===== src/rtl/riscv_multicycle_ctrl_if.sv =====
// Shared instruction/data memory handshake between the multi-cycle controller and memory.
interface riscv_multicycle_ctrl_if;
  logic mem_req;
  logic mem_we;
  logic mem_ready;

  modport master (output mem_req, output mem_we, input mem_ready);
  modport slave  (input mem_req, input mem_we, output mem_ready);
endinterface


===== src/rtl/riscv_multicycle_ctrl.sv =====
// Multi-cycle RV32I control FSM: sequences memory, IR, PC, ALU and register file.
// Optional illegal-opcode trap state is built when RISCV_ILLEGAL_TRAP_EN is defined.
module riscv_multicycle_ctrl #(
  parameter int unsigned CNT_W = 32
) (
  input  logic                 clk,
  input  logic                 reset,
  input  logic [6:0]           opcode,
  input  logic [2:0]           funct3,
  input  logic [6:0]           funct7,
  input  logic                 alu_zero,
  riscv_multicycle_ctrl_if.master mem,
  output logic                 ir_write,
  output logic                 pc_write,
  output logic                 pc_sel,
  output logic                 alu_src_b,
  output logic [1:0]           alu_op,
  output logic                 reg_write,
  output logic                 mem_to_reg,
  output logic [CNT_W-1:0]     instret,
  output logic                 trap
);

  typedef enum logic [2:0] {
    S_IDLE, S_FETCH, S_DECODE, S_EXEC, S_MEM, S_WB
`ifdef RISCV_ILLEGAL_TRAP_EN
    , S_TRAP
`endif
  } state_e;

  typedef enum logic [2:0] {
    CL_R, CL_I, CL_LOAD, CL_STORE, CL_BRANCH, CL_ILL
  } class_e;

  state_e           state_q, state_d;
  class_e           class_q, class_d, dec_class;
  logic [2:0]       f3_q, f3_d;
  logic [CNT_W-1:0] instret_q;
  logic             retire;
  logic             mem_req, mem_we;
  logic             unused_funct7;

  assign unused_funct7 = ^funct7;

  always_comb begin
    case (opcode)
      7'b0110011: dec_class = CL_R;
      7'b0010011: dec_class = CL_I;
      7'b0000011: dec_class = CL_LOAD;
      7'b0100011: dec_class = CL_STORE;
      7'b1100011: dec_class = CL_BRANCH;
      default:    dec_class = CL_ILL;
    endcase
  end

  always_comb begin
    state_d    = state_q;
    class_d    = class_q;
    f3_d       = f3_q;
    retire     = 1'b0;
    mem_req    = 1'b0;
    mem_we     = 1'b0;
    ir_write   = 1'b0;
    pc_write   = 1'b0;
    pc_sel     = 1'b0;
    alu_src_b  = 1'b0;
    alu_op     = 2'b00;
    reg_write  = 1'b0;
    mem_to_reg = 1'b0;
    case (state_q)
      S_IDLE: state_d = S_FETCH;
      S_FETCH: begin
        mem_req = 1'b1;
        if (mem.mem_ready) begin
          ir_write = 1'b1;
          pc_write = 1'b1;
          state_d  = S_DECODE;
        end
      end
      S_DECODE: begin
        // Class and branch condition are captured here so later opcode changes are ignored.
        class_d = dec_class;
        f3_d    = funct3;
        if (dec_class == CL_ILL) begin
`ifdef RISCV_ILLEGAL_TRAP_EN
          state_d = S_TRAP;
`else
          retire  = 1'b1;
          state_d = S_FETCH;
`endif
        end else begin
          state_d = S_EXEC;
        end
      end
      S_EXEC: begin
        case (class_q)
          CL_R: begin
            alu_op  = 2'b10;
            state_d = S_WB;
          end
          CL_I: begin
            alu_op    = 2'b10;
            alu_src_b = 1'b1;
            state_d   = S_WB;
          end
          CL_LOAD, CL_STORE: begin
            alu_src_b = 1'b1;
            state_d   = S_MEM;
          end
          CL_BRANCH: begin
            alu_op = 2'b01;
            if ((f3_q == 3'b000 && alu_zero) || (f3_q == 3'b001 && !alu_zero)) begin
              pc_write = 1'b1;
              pc_sel   = 1'b1;
            end
            retire  = 1'b1;
            state_d = S_FETCH;
          end
          default: state_d = S_FETCH;
        endcase
      end
      S_MEM: begin
        mem_req = 1'b1;
        mem_we  = (class_q == CL_STORE);
        if (mem.mem_ready) begin
          if (class_q == CL_STORE) begin
            retire  = 1'b1;
            state_d = S_FETCH;
          end else begin
            state_d = S_WB;
          end
        end
      end
      S_WB: begin
        reg_write  = 1'b1;
        mem_to_reg = (class_q == CL_LOAD);
        retire     = 1'b1;
        state_d    = S_FETCH;
      end
`ifdef RISCV_ILLEGAL_TRAP_EN
      S_TRAP: state_d = S_TRAP;
`endif
      default: state_d = S_IDLE;
    endcase
    // Reset silences every output combinationally, so an in-flight request drops this cycle.
    if (reset) begin
      retire     = 1'b0;
      mem_req    = 1'b0;
      mem_we     = 1'b0;
      ir_write   = 1'b0;
      pc_write   = 1'b0;
      pc_sel     = 1'b0;
      alu_src_b  = 1'b0;
      alu_op     = 2'b00;
      reg_write  = 1'b0;
      mem_to_reg = 1'b0;
    end
  end

  always_ff @(posedge clk) begin
    if (reset) begin
      state_q   <= S_IDLE;
      class_q   <= CL_R;
      f3_q      <= '0;
      instret_q <= '0;
    end else begin
      state_q <= state_d;
      class_q <= class_d;
      f3_q    <= f3_d;
      if (retire) instret_q <= instret_q + CNT_W'(1);
    end
  end

  assign mem.mem_req = mem_req;
  assign mem.mem_we  = mem_we;
  assign instret     = reset ? '0 : instret_q;
`ifdef RISCV_ILLEGAL_TRAP_EN
  assign trap = (state_q == S_TRAP) && !reset;
`else
  assign trap = 1'b0;
`endif

endmodule

===== src/flat_wrapper.sv =====
// flat-port wrapper written by rule: the top's interface ports become plain ports
module riscv_multicycle_ctrl_flat 
#(
  parameter int unsigned CNT_W = 32
)
  (clk, reset, opcode, funct3, funct7, alu_zero, ir_write, pc_write, pc_sel, alu_src_b, alu_op, reg_write, mem_to_reg, instret, trap, mem_mem_req, mem_mem_we, mem_mem_ready);
  riscv_multicycle_ctrl_if mem_i ();
  input  logic clk;
  input  logic reset;
  input  logic [6:0] opcode;
  input  logic [2:0] funct3;
  input  logic [6:0] funct7;
  input  logic alu_zero;
  output logic ir_write;
  output logic pc_write;
  output logic pc_sel;
  output logic alu_src_b;
  output logic [1:0] alu_op;
  output logic reg_write;
  output logic mem_to_reg;
  output logic [CNT_W-1:0] instret;
  output logic trap;
  output wire logic [$bits(mem_i.mem_req)-1:0] mem_mem_req;
  output wire logic [$bits(mem_i.mem_we)-1:0] mem_mem_we;
  input wire logic [$bits(mem_i.mem_ready)-1:0] mem_mem_ready;
  assign mem_mem_req = mem_i.mem_req;
  assign mem_mem_we = mem_i.mem_we;
  assign mem_i.mem_ready = mem_mem_ready;
  riscv_multicycle_ctrl #(.CNT_W(CNT_W)) u_core (.clk(clk), .reset(reset), .opcode(opcode), .funct3(funct3), .funct7(funct7), .alu_zero(alu_zero), .mem(mem_i), .ir_write(ir_write), .pc_write(pc_write), .pc_sel(pc_sel), .alu_src_b(alu_src_b), .alu_op(alu_op), .reg_write(reg_write), .mem_to_reg(mem_to_reg), .instret(instret), .trap(trap));
endmodule

===== config.mk =====
export PLATFORM = sky130hd
export DESIGN_NAME = riscv_multicycle_ctrl_flat
export DESIGN_NICKNAME = d
export VERILOG_FILES = /design/src/rtl/riscv_multicycle_ctrl_if.sv /design/src/rtl/riscv_multicycle_ctrl.sv /design/src/flat_wrapper.sv
export SDC_FILE = /design/constraint.sdc
export NUM_CORES = 1
export LEC_CHECK = 0
export BUFFER_PORTS_ARGS = -buffer_cell sky130_fd_sc_hd__buf_2
export CAP_MARGIN = 25
export CORE_UTILIZATION = 50
export CTS_CLUSTER_DIAMETER = 200
export CTS_CLUSTER_SIZE = 30
export DETAILED_ROUTE_END_ITERATION = 12
export MAX_ROUTING_LAYER = met4
export PLACE_DENSITY = 0.75
export SLEW_MARGIN = 15
export SYNTH_ARGS = -nofsm -noshare
export SYNTH_HDL_FRONTEND = slang
export SYNTH_SLANG_ARGS = --single-unit

===== constraint.sdc =====
create_clock -name clk -period 3.55 [get_ports clk]
set_input_delay 0.71 -clock clk [delete_from_list [all_inputs] [get_ports clk]]
set_output_delay 0.71 -clock clk [all_outputs]
set_load 0.01 [all_outputs]

**Word level (Yosys, flattened, before mapping)**

Cells that the tools add are included.

- Bits in registers: 41
- Input bits: 21
- Output and inout bits: 43

- Add/sub/neg operators: 1
- Equality and inequality tests: 18
- Muxes and demuxes: 37
- Reductions and logical operators: 13

Operators with widths:

| operator | number |
|---|---|
| 32-bit by 1-bit adder with 32-bit output, second input constant | 1 |
| 32-bit 2-to-1 mux | 1 |
| 3-bit one-hot mux with 5 select lines | 2 |
| 1-bit 2-to-1 mux | 24 |
| 7-bit by 6-bit equality test with 1-bit output, second input constant | 2 |
| 3-bit by 2-bit equality test with 1-bit output, second input constant | 4 |
| 3-bit equality test, second input constant | 4 |
| 3-bit by 1-bit equality test with 1-bit output, second input constant | 3 |
| 3-bit zero test | 3 |
| 3-bit 2-to-1 mux | 3 |
| 2-bit OR reduction | 4 |
| 7-bit by 2-bit equality test with 1-bit output, second input constant | 1 |
| 7-bit by 5-bit equality test with 1-bit output, second input constant | 1 |
| 7-bit equality test, second input constant | 1 |
| 2-bit 2-to-1 mux | 3 |
| 3-bit one-hot mux with 2 select lines | 1 |
| 2-bit != test, second input constant | 2 |
| 1-bit one-hot mux with 4 select lines | 1 |
| 2-bit one-hot mux with 2 select lines | 1 |
| 3-bit OR reduction | 1 |
| 1-bit logical AND | 2 |
| 1-bit one-hot mux with 2 select lines | 1 |
| 2-bit AND reduction | 1 |
| 1-bit zero test | 1 |
| 1-bit logical OR | 1 |

**Logic depth before layout (Yosys ltp)**

- Depth in word-level cells: 7
- Depth in mapped cells: 9

**Worst setup path after synthesis**

OpenSTA, ideal clock, no wires.

- Kind: input to output
- Start point: input port reset
- End point: output port pc_write
- Arrival time: 2148 ps
- Data required time: 2840 ps
- Slack: 692 ps
- Cell stages on the path: 4
- Path buffers: 0
- Cell sequence: or4b_2 -> nor4_1 -> a21oi_1 -> nor2_1

- Word-level cells in the longest chain between the ends: 1

Ends and longest elaborated chain:

| item | line | source |
|---|---|---|
| from (decl) | flat_wrapper.sv:9 | `input logic reset;` |
| 1-bit 2-to-1 mux | riscv_multicycle_ctrl.sv:146 | `if (reset) begin` |
| to (decl) | flat_wrapper.sv:15 | `output logic pc_write;` |

No other way between the ends.

**Final worst setup path**

- Start point: register u_core.class_q[0]
- End point: output port pc_write

- Word-level cells in the longest chain between the ends: 4

Ends and longest elaborated chain:

| item | line | source |
|---|---|---|
| from (decl) | riscv_multicycle_ctrl.sv:36 | `class_e class_q, class_d, dec_class;` |
| from (signal assigned) | riscv_multicycle_ctrl.sv:168 | `class_q <= class_d;` |
| 3-bit equality test | riscv_multicycle_ctrl.sv:96 | `case (class_q)` |
| 1-bit 2-to-1 mux | riscv_multicycle_ctrl.sv:96 |  |
| 1-bit one-hot mux with 2 select lines | riscv_multicycle_ctrl.sv:70 | `case (state_q)` |
| 1-bit 2-to-1 mux | riscv_multicycle_ctrl.sv:146 |  |

No other way between the ends.

==> impl_metrics.env <==
export IMPL_tightest_slew_ps=748
export IMPL_maxSlewHeadroom=0.500
export IMPL_netlist_instances=306
export IMPL_hp_class="flop to flop"
export IMPL_clock_skew_ps=6.21
export IMPL_routed_wl_um=5370
export IMPL_hold_slack_ps=464
export IMPL_start_kind="flop"
export IMPL_htreeDepth=2
export IMPL_placed_cell_area_mm2=0.00266
export IMPL_synth_edf_count=0
export IMPL_synth_ff_type="dfxtp_1"
export IMPL_grt_antenna_before_repair=0
export IMPL_cts_reportedPaths_clkPinSlew_ps=80
export IMPL_drt_iter0_drc=143
export IMPL_portBuffers=55
export IMPL_firstDrtPassIters=8
export IMPL_antenna_left=0
export IMPL_p_total_mw=0.823
export IMPL_dp_hpwl_um=3770
export IMPL_cts_resized=0
export IMPL_syn_area_per_cell_um2=7.77
export IMPL_grt_pass1_vias=2057
export IMPL_power_leakage_nw=1.02
export IMPL_clk_path_buf_depth=2
export IMPL_antenna_cells=0
export IMPL_clock_sinks=41
export IMPL_tns_ps=0
export IMPL_synth_seq_cells=41
export IMPL_synth_common_cells="41 x dfxtp_1, 31 x a21oi_1, 30 x nor2b_1"
export IMPL_setup_viol=0
export IMPL_start_util=0.531
export IMPL_rsz0062_at_grt="false"
export IMPL_dp_cells=399
export IMPL_grt_max_degree=50
export IMPL_finalNonFillerCells=407
export IMPL_status="finished, violations left"
export IMPL_synth_top_area_cell="dfxtp_1"
export IMPL_die_y_um=71.0
export IMPL_power_density_mw_per_mm2=301
export IMPL_pin_count=64
export IMPL_vias=2346
export IMPL_synth_area_leaders="dfxtp_1 35%, nor2b_1 7.9%, a21oi_1 6.5%"
export IMPL_synth_fp_nets=328
export IMPL_hold_viol=0
export IMPL_cts_hold_buf=0
export IMPL_syn_cell_area_mm2=0.00238
export IMPL_ir_worst_vdd_uv=273
export IMPL_r2r_cells=7
export IMPL_yosys_area_top_type_share=0.345
export IMPL_ys_warn_count=0
export IMPL_drive_gt1_frac=0.214
export IMPL_fp_row_count=24
export IMPL_max_freq_mhz=321
export IMPL_worstPathMaxFanout=7
export IMPL_cts_tree="done"
export IMPL_cp_arrival_ps=2400
export IMPL_slew_viol_final=0
export IMPL_cts_root_buf="clkbuf_8"
export IMPL_drc=4
export IMPL_cts_setup_buffers=0
export IMPL_min_period_ps=3110
export IMPL_dieArea_mm2=0.00503
export IMPL_violations="design-rule violations"
export IMPL_grt_total_usage=0.228
export IMPL_synth_cell_types=43
export IMPL_grt_overflow=0
export IMPL_grt_first_pass_wirelength_um=9070
export IMPL_required_ps=2840
export IMPL_routedWlPerCell_um=13.2
export IMPL_worst_r2r_setup_slack_ps=1050
export IMPL_final_nets=376
export IMPL_design_area_mm2=0.00274
export IMPL_avgViaCountPerCell=5.76
export IMPL_synth_most_common_cell="dfxtp_1"
export IMPL_seq_area_frac_synth=0.345
export IMPL_numCtsBuffers=5
export IMPL_core_area_mm2=0.00447
export IMPL_cp_end_kind="primary output"
export IMPL_area_growth_pct=15.1
export IMPL_worstHoldPathCells=2
export IMPL_clkLatencyLatePin_ps=290
export IMPL_period_share=0.877
export IMPL_globalplace_congestion=0.798
export IMPL_drv_cap=0
export IMPL_synth_async_reset_ratio=0
export IMPL_crit_type="flop to primary output"
export IMPL_die_w_um=71.0
-- layer usage --
layer  wire [um]  share of wire  track usage
met5           0              0            -
met4          57          0.011       0.0667
met3         284          0.053       0.0513
met2        2450           0.46        0.349
met1        2580           0.48        0.302
-- critical path, cell delays in order (launching register included) --
cell and delay [ps]:
dfxtp_1 370, or3b_1 430, or4b_2 670, nor4_1 340, a21oi_1 70, nor2_1 100, buf_2 140
-- area by class of cell --
class | instances | area, um2
Clock buffer | 8 | 80.1
Fill cell | 424 | 1740
Inverter | 6 | 22.5
Multi-Input combinational cell | 239 | 1430
Sequential cell | 41 | 821
Tap cell | 52 | 65.1
Timing Repair Buffer | 61 | 320
-- placed cells by master, fill, tap and decap left out, drive strengths merged, types with 2 or more instances in the layout --
cell / n
clkbuf: 8
inv: 6
nor3: 4
or4: 13
nand3: 15
o31ai: 13
and3: 3
a21oi: 31
nand2b: 8
buf: 61
nor2b: 30
xnor2: 3
nor2: 27
mux2: 7
nand4: 14
dfxtp: 41
nor4: 4
a211oi: 3
or3: 12
o21ai: 15
nor3b: 2
nand2: 19
-- sequential cells by signal, indices dropped and copies added (netlist names) --
signal	flops
u_core.f3_q	3
u_core.state_q	3
u_core.class_q	3
u_core.instret_q	32
-- worst paths after layout --
path	from	to
min reg2reg	u_core.f3_q[1]	u_core.f3_q[1]
max reg2reg	u_core.state_q[1]	u_core.instret_q[28]
max	u_core.class_q[0]	pc_write
min	u_core.f3_q[1]	u_core.f3_q[1]
-- where the power goes --
| group | switching (mW) | internal [mW] |
|---|---|---|
| Combinational | 0.0379 | 0.0208 |
| Clock | 0.155 | 0.140 |
| Sequential | 0.00583 | 0.463 |
-- through the flow --
stage	setup WS (ps)	util
after floorplan	692	-
after global placement	639	0.594
after detailed placement	621	0.594
after CTS	483	0.612
after global routing	319	0.612
final	437	0.612
-- cell families (layout without fill, tap and decap cells) --
family                     count (synthesis)  count (layout)  share of synthesized area
and+or+nand+nor                          160             160                      0.382
AOI/OAI and AO/OA                         66              66                      0.162
DFF                                       41              41                      0.345
buffers and inverters                     26              75                     0.0542
muxes                                      7               7                     0.0347
xor gates and xnor gates                   4               4                     0.0147
adders and majority gates                  1               1                    0.00526
other                                      1               1                    0.00158
No activity file was read; power rests on OpenSTA's default activity.
